==> config.mk <==
export PLATFORM = sky130hd
export DESIGN_NAME = axi_write_data_burst_flat
export DESIGN_NICKNAME = d
export VERILOG_FILES = /design/src/rtl/axi_write_data_burst_if.sv /design/src/rtl/axi_write_data_burst.sv /design/src/flat_wrapper.sv
export SDC_FILE = /design/constraint.sdc
export NUM_CORES = 1
export LEC_CHECK = 0
export BUFFER_PORTS_ARGS = -buffer_cell sky130_fd_sc_hd__buf_4
export CAP_MARGIN = 30
export CORE_ASPECT_RATIO = 1.1
export CORE_MARGIN = 4
export CORE_UTILIZATION = 35
export DETAILED_ROUTE_END_ITERATION = 10
export PLACE_DENSITY = 0.62
export SYNTH_ARGS = -nofsm -noshare
export SYNTH_HDL_FRONTEND = slang
export SYNTH_SLANG_ARGS = --single-unit
==> constraint.sdc <==
create_clock -name clk -period 5.5 [get_ports clk]
set_input_delay 0.55 -clock clk [delete_from_list [all_inputs] [get_ports clk]]
set_output_delay 0.55 -clock clk [all_outputs]
set_load 0.005 [all_outputs]
==> src/rtl/axi_write_data_burst_if.sv <==
// rtl/axi_write_data_burst_if.sv - AXI3 write-data channel signal bundle
interface axi_write_data_burst_if #(
  parameter int DATA_WIDTH = 32,
  parameter int ID_WIDTH   = 4
) ();
  logic [ID_WIDTH-1:0]     WID;
  logic [DATA_WIDTH-1:0]   WDATA;
  logic [DATA_WIDTH/8-1:0] WSTRB;
  logic                    WLAST;
  logic                    WVALID;
  logic                    WREADY;

  modport master (
    output WID, WDATA, WSTRB, WLAST, WVALID,
    input  WREADY
  );

  modport slave (
    input  WID, WDATA, WSTRB, WLAST, WVALID,
    output WREADY
  );
endinterface

==> src/rtl/axi_write_data_burst.sv <==
// rtl/axi_write_data_burst.sv - AXI3 W-channel burst master with prefetch beat FIFO
module axi_write_data_burst #(
  parameter int DATA_WIDTH  = 32,
  parameter int ID_WIDTH    = 4,
  parameter int LEN_WIDTH   = 4,
  parameter int FIFO_DEPTH  = 4,
  parameter int STRB_ENABLE = 1
) (
  input  logic                          clk,
  input  logic                          resetn,
  input  logic                          go,
  input  logic [LEN_WIDTH-1:0]          burst_len,
  input  logic [ID_WIDTH-1:0]           transaction_id,
  input  logic [DATA_WIDTH-1:0]         data,
  input  logic [DATA_WIDTH/8-1:0]       strb,
  input  logic                          data_valid,
  output logic                          data_ready,
  output logic [$clog2(FIFO_DEPTH):0]   fifo_level,
  output logic                          done,
  output logic                          data_sent,
  output logic [LEN_WIDTH:0]            beat_count,
  axi_write_data_burst_if.master        w,
  output logic [1:0]                    current_state_out
);

  localparam int STRB_W = DATA_WIDTH / 8;
  localparam int AW     = $clog2(FIFO_DEPTH);
  localparam logic [AW:0]        DEPTH_L  = (AW+1)'(FIFO_DEPTH);
  localparam logic [AW:0]        PTR_ONE  = (AW+1)'(1);
  localparam logic [LEN_WIDTH:0] BEAT_ONE = (LEN_WIDTH+1)'(1);

  // Reject unsupported widths and depths when the design is elaborated
  generate
    if (!(DATA_WIDTH == 32 || DATA_WIDTH == 64 || DATA_WIDTH == 128 ||
          DATA_WIDTH == 256 || DATA_WIDTH == 512 || DATA_WIDTH == 1024)) begin : g_bad_data_width
      $error("axi_write_data_burst: DATA_WIDTH must be 32/64/128/256/512/1024");
    end
    if (FIFO_DEPTH < 2 || (FIFO_DEPTH & (FIFO_DEPTH - 1)) != 0) begin : g_bad_fifo_depth
      $error("axi_write_data_burst: FIFO_DEPTH must be a power of two >= 2");
    end
  endgenerate

  typedef enum logic [1:0] {
    S_IDLE     = 2'b00,
    S_RUN      = 2'b01,
    S_COMPLETE = 2'b10
  } state_t;

  state_t state, state_next;

  // Beat FIFO storage; pointers carry one extra bit so full and empty differ
  logic [DATA_WIDTH-1:0] data_mem [FIFO_DEPTH];
  logic [STRB_W-1:0]     strb_mem [FIFO_DEPTH];
  logic [AW:0]           wr_ptr, rd_ptr;
  logic [AW:0]           level;
  logic                  full, empty, push, pop;

  logic [ID_WIDTH-1:0]   wid_q;
  logic [LEN_WIDTH-1:0]  len_q;
  logic                  last_beat;

  assign level      = wr_ptr - rd_ptr;
  assign full       = (level == DEPTH_L);
  assign empty      = (level == '0);
  assign push       = data_valid && !full;
  assign pop        = w.WVALID && w.WREADY;
  assign data_ready = !full;
  assign fifo_level = level;
  assign data_sent  = pop;
  assign last_beat  = (beat_count == {1'b0, len_q});

  // Head of the FIFO drives the bus; zero when nothing is stored
  assign w.WID   = wid_q;
  assign w.WDATA = empty ? '0 : data_mem[rd_ptr[AW-1:0]];
  assign w.WSTRB = empty ? '0 : ((STRB_ENABLE != 0) ? strb_mem[rd_ptr[AW-1:0]] : '1);
  assign w.WLAST = w.WVALID && last_beat;

  // FIFO pointers advance on accepted pushes and on W handshakes
  always_ff @(posedge clk or negedge resetn) begin
    if (!resetn) begin
      wr_ptr <= '0;
      rd_ptr <= '0;
    end else begin
      if (push) wr_ptr <= wr_ptr + PTR_ONE;
      if (pop)  rd_ptr <= rd_ptr + PTR_ONE;
    end
  end

  // FIFO storage write; contents are don't-care until a push marks them valid
  always_ff @(posedge clk) begin
    if (push) begin
      data_mem[wr_ptr[AW-1:0]] <= data;
      strb_mem[wr_ptr[AW-1:0]] <= strb;
    end
  end

  // State register
  always_ff @(posedge clk or negedge resetn) begin
    if (!resetn) state <= S_IDLE;
    else         state <= state_next;
  end

  // Next-state: start on go, finish on the last handshake, rearm once go drops
  always_comb begin
    state_next = state;
    case (state)
      S_IDLE:     if (go) state_next = S_RUN;
      S_RUN:      if (pop && last_beat) state_next = S_COMPLETE;
      S_COMPLETE: if (!go) state_next = S_IDLE;
      default:    state_next = S_IDLE;
    endcase
  end

  // State decodes: WVALID only in RUN with a stored beat, done only in COMPLETE
  always_comb begin
    w.WVALID          = 1'b0;
    done              = 1'b0;
    current_state_out = state;
    case (state)
      S_RUN:      w.WVALID = !empty;
      S_COMPLETE: done     = 1'b1;
      default:    ;
    endcase
  end

  // Burst bookkeeping: latch ID/length at start, count beats, clear ID at the end
  always_ff @(posedge clk or negedge resetn) begin
    if (!resetn) begin
      wid_q      <= '0;
      len_q      <= '0;
      beat_count <= '0;
    end else begin
      case (state)
        S_IDLE: begin
          if (go) begin
            wid_q      <= transaction_id;
            len_q      <= burst_len;
            beat_count <= '0;
          end
        end
        S_RUN: begin
          if (pop) begin
            beat_count <= beat_count + BEAT_ONE;
            if (last_beat) wid_q <= '0;
          end
        end
        default: ;
      endcase
    end
  end

endmodule

==> src/flat_wrapper.sv <==
// flat-port wrapper written by rule: the top's interface ports become plain ports
module axi_write_data_burst_flat 
#(
  parameter int DATA_WIDTH  = 32,
  parameter int ID_WIDTH    = 4,
  parameter int LEN_WIDTH   = 4,
  parameter int FIFO_DEPTH  = 4,
  parameter int STRB_ENABLE = 1
)
  (clk, resetn, go, burst_len, transaction_id, data, strb, data_valid, data_ready, fifo_level, done, data_sent, beat_count, current_state_out, w_WID, w_WDATA, w_WSTRB, w_WLAST, w_WVALID, w_WREADY);
  axi_write_data_burst_if #(.DATA_WIDTH(DATA_WIDTH), .ID_WIDTH(ID_WIDTH)) w_i ();
  input  logic clk;
  input  logic resetn;
  input  logic go;
  input  logic [LEN_WIDTH-1:0] burst_len;
  input  logic [ID_WIDTH-1:0] transaction_id;
  input  logic [DATA_WIDTH-1:0] data;
  input  logic [DATA_WIDTH/8-1:0] strb;
  input  logic data_valid;
  output logic data_ready;
  output logic [$clog2(FIFO_DEPTH):0] fifo_level;
  output logic done;
  output logic data_sent;
  output logic [LEN_WIDTH:0] beat_count;
  output logic [1:0] current_state_out;
  output wire logic [$bits(w_i.WID)-1:0] w_WID;
  output wire logic [$bits(w_i.WDATA)-1:0] w_WDATA;
  output wire logic [$bits(w_i.WSTRB)-1:0] w_WSTRB;
  output wire logic [$bits(w_i.WLAST)-1:0] w_WLAST;
  output wire logic [$bits(w_i.WVALID)-1:0] w_WVALID;
  input wire logic [$bits(w_i.WREADY)-1:0] w_WREADY;
  assign w_WID = w_i.WID;
  assign w_WDATA = w_i.WDATA;
  assign w_WSTRB = w_i.WSTRB;
  assign w_WLAST = w_i.WLAST;
  assign w_WVALID = w_i.WVALID;
  assign w_i.WREADY = w_WREADY;
  axi_write_data_burst #(.DATA_WIDTH(DATA_WIDTH), .ID_WIDTH(ID_WIDTH), .LEN_WIDTH(LEN_WIDTH), .FIFO_DEPTH(FIFO_DEPTH), .STRB_ENABLE(STRB_ENABLE)) u_core (.clk(clk), .resetn(resetn), .go(go), .burst_len(burst_len), .transaction_id(transaction_id), .data(data), .strb(strb), .data_valid(data_valid), .data_ready(data_ready), .fifo_level(fifo_level), .done(done), .data_sent(data_sent), .beat_count(beat_count), .w(w_i), .current_state_out(current_state_out));
endmodule
* Word-level counts from Yosys, hierarchy flattened
Memories as Yosys holds them, arrays and structs flattened.
Cells that the tools add are included.
** Storage, ports and cells
- Bits in registers :: 21
- RAM bits :: 144
- Output and inout bits :: 55
- Logic and storage cells :: 51
- Memories kept :: 2
** Memories
- u_core.data_mem :: depth 4, width 32, read ports 1, clocked after Yosys merged registers in 0, wr ports 1, line axi_write_data_burst.sv:52 : logic [DATA_WIDTH-1:0] data_mem [FIFO_DEPTH];
- u_core.strb_mem :: depth 4, width 4, read ports 1, clocked after Yosys merged registers in 0, wr ports 1, line axi_write_data_burst.sv:53 : logic [STRB_W-1:0] strb_mem [FIFO_DEPTH];
** Cells by class
- $add $sub $neg :: 4
- Eq/ne operators :: 9
- Mux-type cells :: 17
- Reduce and logical (&&, ||, !) cells :: 13
** Operators with widths (number)
- $mux 32 :: 1
- $mux 4 :: 4
- $mux 5 :: 2
- $pmux 5 s2 :: 1
- $pmux 4 s2 :: 1
- $add 3x1->3 const B :: 2
- $mux 2 :: 3
- $ne 2x1->1 const B :: 3
- $pmux 2 s3 :: 1
- $reduce_and 3->1 :: 2
- $add 5x1->5 const B :: 1
- $eq 5x4->1 :: 1
- $logic_and 1x1->1 :: 4
- $mux 1 :: 4
- $ne 2x2->1 const B :: 2
- $reduce_and 4->1 :: 1
- $eq 3x3->1 const B :: 1
- $logic_not 3->1 :: 1
- $sub 3x3->3 :: 1
- $eq 2x1->1 const B :: 1
- $eq 2x2->1 const B :: 1
- $logic_not 1->1 :: 2
- $logic_not 2->1 :: 1
- $reduce_and 2->1 :: 1
- $reduce_bool 2->1 :: 1

* Logic depth before layout (Yosys ltp)
- Word-level depth :: 8
- Depth in mapped cells :: 9
- Depth with buffers taken out :: 7

* Worst setup path after synthesis
Ideal clock, no wire load.
- Kind :: register to register
- Start point :: register u_core.rd_ptr[1]
- End point :: memory u_core.data_mem[3][0], enable pin
- Setup time :: 398 ps
- Data arrival time :: 2474 ps
- Data required time :: 5102 ps
- Setup slack :: 2628 ps
- Cell stages (with the launch flop) :: 7
- Period minus slack after synthesis :: 2872 ps
- Path through :: dfrtp_1 -> buf_2 -> buf_1 -> inv_1 -> ha_1 -> nand3_1 -> and3_1
** Between the ends
- Longest elaborated chain between the ends :: 6
** Ends and longest elaborated chain
- start: declaration :: line axi_write_data_burst.sv:54 : logic [AW:0] wr_ptr, rd_ptr;
- start signal: assignment :: line axi_write_data_burst.sv:85 : if (pop) rd_ptr <= rd_ptr + PTR_ONE;
- $sub 3x3->3 :: line axi_write_data_burst.sv:62 : assign level = wr_ptr - rd_ptr;
- $eq 3x3->1 :: line axi_write_data_burst.sv:63 : assign full = (level == DEPTH_L);
- $logic_not 1->1
- named net data_ready :: line flat_wrapper.sv:20 : output logic data_ready;
- $logic_and 1x1->1 :: line axi_write_data_burst.sv:65 : assign push = data_valid && !full;
- $mux 1 :: line axi_write_data_burst.sv:91 : if (push) begin
- $mux 1 (not written as such) :: line axi_write_data_burst.sv:92 : data_mem[wr_ptr[AW-1:0]] <= data;
- end: declaration :: line axi_write_data_burst.sv:52
The timed path passes the listed nets, and every way through them passes these cells.

* Worst setup path in the final report
- Start point :: register u_core.rd_ptr[1]
- End point :: output w_WDATA[31]
** Between the ends
- Longest elaborated chain between the ends :: 3
** Ends and longest elaborated chain
- $sub 3x3->3 :: line axi_write_data_burst.sv:62
- $logic_not 3->1 :: line axi_write_data_burst.sv:64 : assign empty = (level == '0);
- $mux 32 * :: line axi_write_data_burst.sv:74 : assign w.WDATA = empty ? '0 : data_mem[rd_ptr[AW-1:0]];
- end: declaration :: line flat_wrapper.sv:27 : output wire logic [$bits(w_i.WDATA)-1:0] w_WDATA;
Every way passes the cells marked *; elsewhere a longest branch is shown, timed or not.

==> impl_metrics.env <==
export IMPL_ys_top_cells_by_area="edfxtp_1 (66%), mux4_2 (12%), dfrtp_1 (8.0%), nor2b_1 (3.4%), nand2_1 (1.9%)"
export IMPL_maxCapViolCount=0
export IMPL_cp_top_family="buffers and inverters"
export IMPL_die_area_mm2=0.0210
export IMPL_ir_drop_uv=291
export IMPL_ys_ff_latch=165
export IMPL_first_pass_iters=4
export IMPL_cp_end_kind="output port"
export IMPL_n_antenna_cell=0
export IMPL_syn_nets=398
export IMPL_vias=3372
export IMPL_max_stage_delay_ns=0.51
export IMPL_yosysUniqueCellTypes=32
export IMPL_drt_iter0_markers=143
export IMPL_worst_path_buf_inv=3
export IMPL_io_pins=104
export IMPL_fin_nets=514
export IMPL_start_util_pct=35.6
export IMPL_ant_nets=0
export IMPL_clk_insertion_delay_late_ns=0.42
export IMPL_numPortBuffers=103
export IMPL_cts_num_sinks=165
export IMPL_ys_flop_type="edfxtp_1"
export IMPL_wl_met3_um=822
export IMPL_worstSetupStartpointType="flip-flop"
export IMPL_netlist_instances=340
export IMPL_p_per_area_mw_per_mm2=614
export IMPL_core_mm2=0.0184
export IMPL_rows=52
export IMPL_async_flop_share_pct=12.7
export IMPL_top_layer="met4"
export IMPL_crit_path_max_fanout=39
export IMPL_fin_crit_ns=3.47
export IMPL_clkTransAtPathRegs_ns=0.07
export IMPL_globalplace_congestion=0.770
export IMPL_grt_pass1_vias=3724
export IMPL_slew_headroom_pct=39.7
export IMPL_crit_chain="buf_4 -> fa_1 -> xor3_2 -> nor2_4 -> buf_16 -> nor2b_1 -> buf_4"
export IMPL_post_cts_resized=0
export IMPL_p_leak_nw=3.09
export IMPL_yosys_area_top_type_share_pct=65.9
export IMPL_synth_edf_count=144
export IMPL_r2r_slack_ns=2.58
export IMPL_dieHeight_um=152
export IMPL_syn_to_final_growth_pct=26.9
export IMPL_fmax_mhz=288
export IMPL_hold_path_class="primary input to flip-flop"
export IMPL_mostFrequentLayoutCells="edfxtp_1 (144), buf_4 (105), mux4_2 (36), nor2b_1 (36), nand2_1 (34)"
export IMPL_cp_common_cell="buf_4"
export IMPL_syn_avg_cell_area_um2=19.3
export IMPL_numCtsBuffers=17
export IMPL_syn_area_mm2=0.00656
export IMPL_period_share_pct=63.1
export IMPL_grt_start_max_net_pins=40
export IMPL_die_x_um=139
export IMPL_skew_ns=0.0139
export IMPL_wirelength_um=13100
export IMPL_finalSetupViolations=0
export IMPL_slew_viol_final=0
export IMPL_dr_wl_met2_um=6370
export IMPL_track_usage_pct=13.0
export IMPL_drc=0
export IMPL_drive_gt1_share_pct=40.3
export IMPL_hold_viol=0
export IMPL_p_total_mw=5.11
export IMPL_grt_pass1_wl_um=20600
export IMPL_arrival_ns=2.92
export IMPL_finalSetupTns_ns=0
export IMPL_gr_total_overflow=0
export IMPL_cts_root_buf="clkbuf_16"
export IMPL_avgRoutedWirePerCell_um=18.4
export IMPL_ys_seq_area_share_pct=74.0
export IMPL_grt_setup_unrepaired="no"
export IMPL_grt_antenna_before_repair=0
export IMPL_cts_tree="yes"
export IMPL_cpMaxStageDelayCell="nor2_4"
export IMPL_layout_commonest_cell="edfxtp_1"
export IMPL_yosys_area_top_type="edfxtp_1"
export IMPL_yosys_warnings=0
export IMPL_clockBufferDepth=2
export IMPL_worstSetupPathType="flip-flop to output port"
export IMPL_fill_cells=1612
export IMPL_cp_data_required_time_ns=4.95
export IMPL_drt_met1_wl_um=5760
export IMPL_post_cts_setup_buffer_count=0
export IMPL_dpl_hpwl_um=8050
export IMPL_ctsHoldBuffers=1
export IMPL_worstMarginPinSlew_ns=0.902
export IMPL_holdWs_ns=0.322
export IMPL_status="complete, no violations"
export IMPL_via_per_inst=4.74
export IMPL_cts_htree_levels=4
[cells in the mapped netlist, drive strengths merged (2+ instances only)]
cell      n
o21ai     2
inv       7
mux2i     4
ha        8
xnor2     5
nand3     3
nor2      3
and3      4
clkbuf    4
xor2      3
mux4     36
edfxtp  144
nand2    34
dfrtp    21
nor2b    36
a21oi     4
buf      10
nand4     2
[through the flow]
step	worst slack (ns)	std cells	area (um^2)	util, %
CTS	1.93	712	8320	45.2
finish	2.03	712	8320	45.2
global placement	2.12	674	7590	41.2
detailed placement	2.39	679	7710	41.9
floorplan	2.63	340	6560	-
global route	1.88	712	8320	45.2
[power by group]
group / switching [mW] / internal (mW) / leakage, nW
logic: 1.00 / 1.08 / 1.21
clock network: 0.533 / 0.656 / 0.299
registers: 0.115 / 1.72 / 1.58
[sequential cells by signal, summed over array words and instances (netlist names)]
signal / count
u_core.beat_count: 5
u_core.current_state_out: 2
u_core.data_mem: 128
u_core.len_q: 4
u_core.rd_ptr: 3
u_core.strb_mem: 16
u_core.w.WID: 4
u_core.wr_ptr: 3
[layer usage]
layer	track usage, %	vias up
li1	-	1545
met1	16.5	1719
met2	21.2	97
met3	4.74	11
met4	3.85	0
met5	0	-
[final timing paths]
check / depth (start not counted) / startpoint / end
setup / recovery: 7 / u_core.rd_ptr[1]$_DFFE_PN0P_ / w_WDATA[31]
hold reg to reg: 1 / u_core.wr_ptr[2]$_DFFE_PN0N_ / u_core.wr_ptr[2]$_DFFE_PN0N_
max in group asynchronous: 2 / resetn / u_core.rd_ptr[0]$_DFFE_PN0P_
min in group asynchronous: 2 / resetn / u_core.beat_count[2]$_DFFE_PN0P_
hold / removal: 3 / burst_len[2] / u_core.len_q[2]$_DFFE_PN0P_
setup reg to reg: 6 / u_core.rd_ptr[1]$_DFFE_PN0P_ / u_core.data_mem[3][1]$_DFFE_PP_
[layout make-up]
| type | count | area, um^2 | area share (%) |
|---|---|---|---|
| Multi-Input combinational cell | 154 | 1620 | 19.5 |
| Inverter | 7 | 26.3 | 0.316 |
| Clock inverter | 15 | 180 | 2.16 |
| Clock buffer | 17 | 425 | 5.11 |
| Tap cell | 243 | 304 | 3.65 |
| Timing Repair Buffer | 111 | 913 | 11.0 |
| Sequential cell | 165 | 4850 | 58.3 |
[cells by family (layout without fill, tap and decap cells)]
logic type | Yosys count | in the layout | share of synthesized area, %
xor+xnor | 9 | 9 | 1.45
buf+inv | 21 | 150 | 1.49
fa+ha+maj | 9 | 9 | 1.83
flops | 165 | 165 | 74.0
compound gates | 9 | 9 | 0.897
simple gates | 86 | 86 | 7.23
mux | 41 | 41 | 13.1
[worst register-to-register path: stages (launching register included)]
cell,delay (ns)
dfrtp_2,0.40
buf_4,0.32
fa_1,0.50
xor3_2,0.30
nand3_1,0.22
and3_2,0.63
buf_16,0.24
Note: power is estimated with default switching activity, not from simulation.
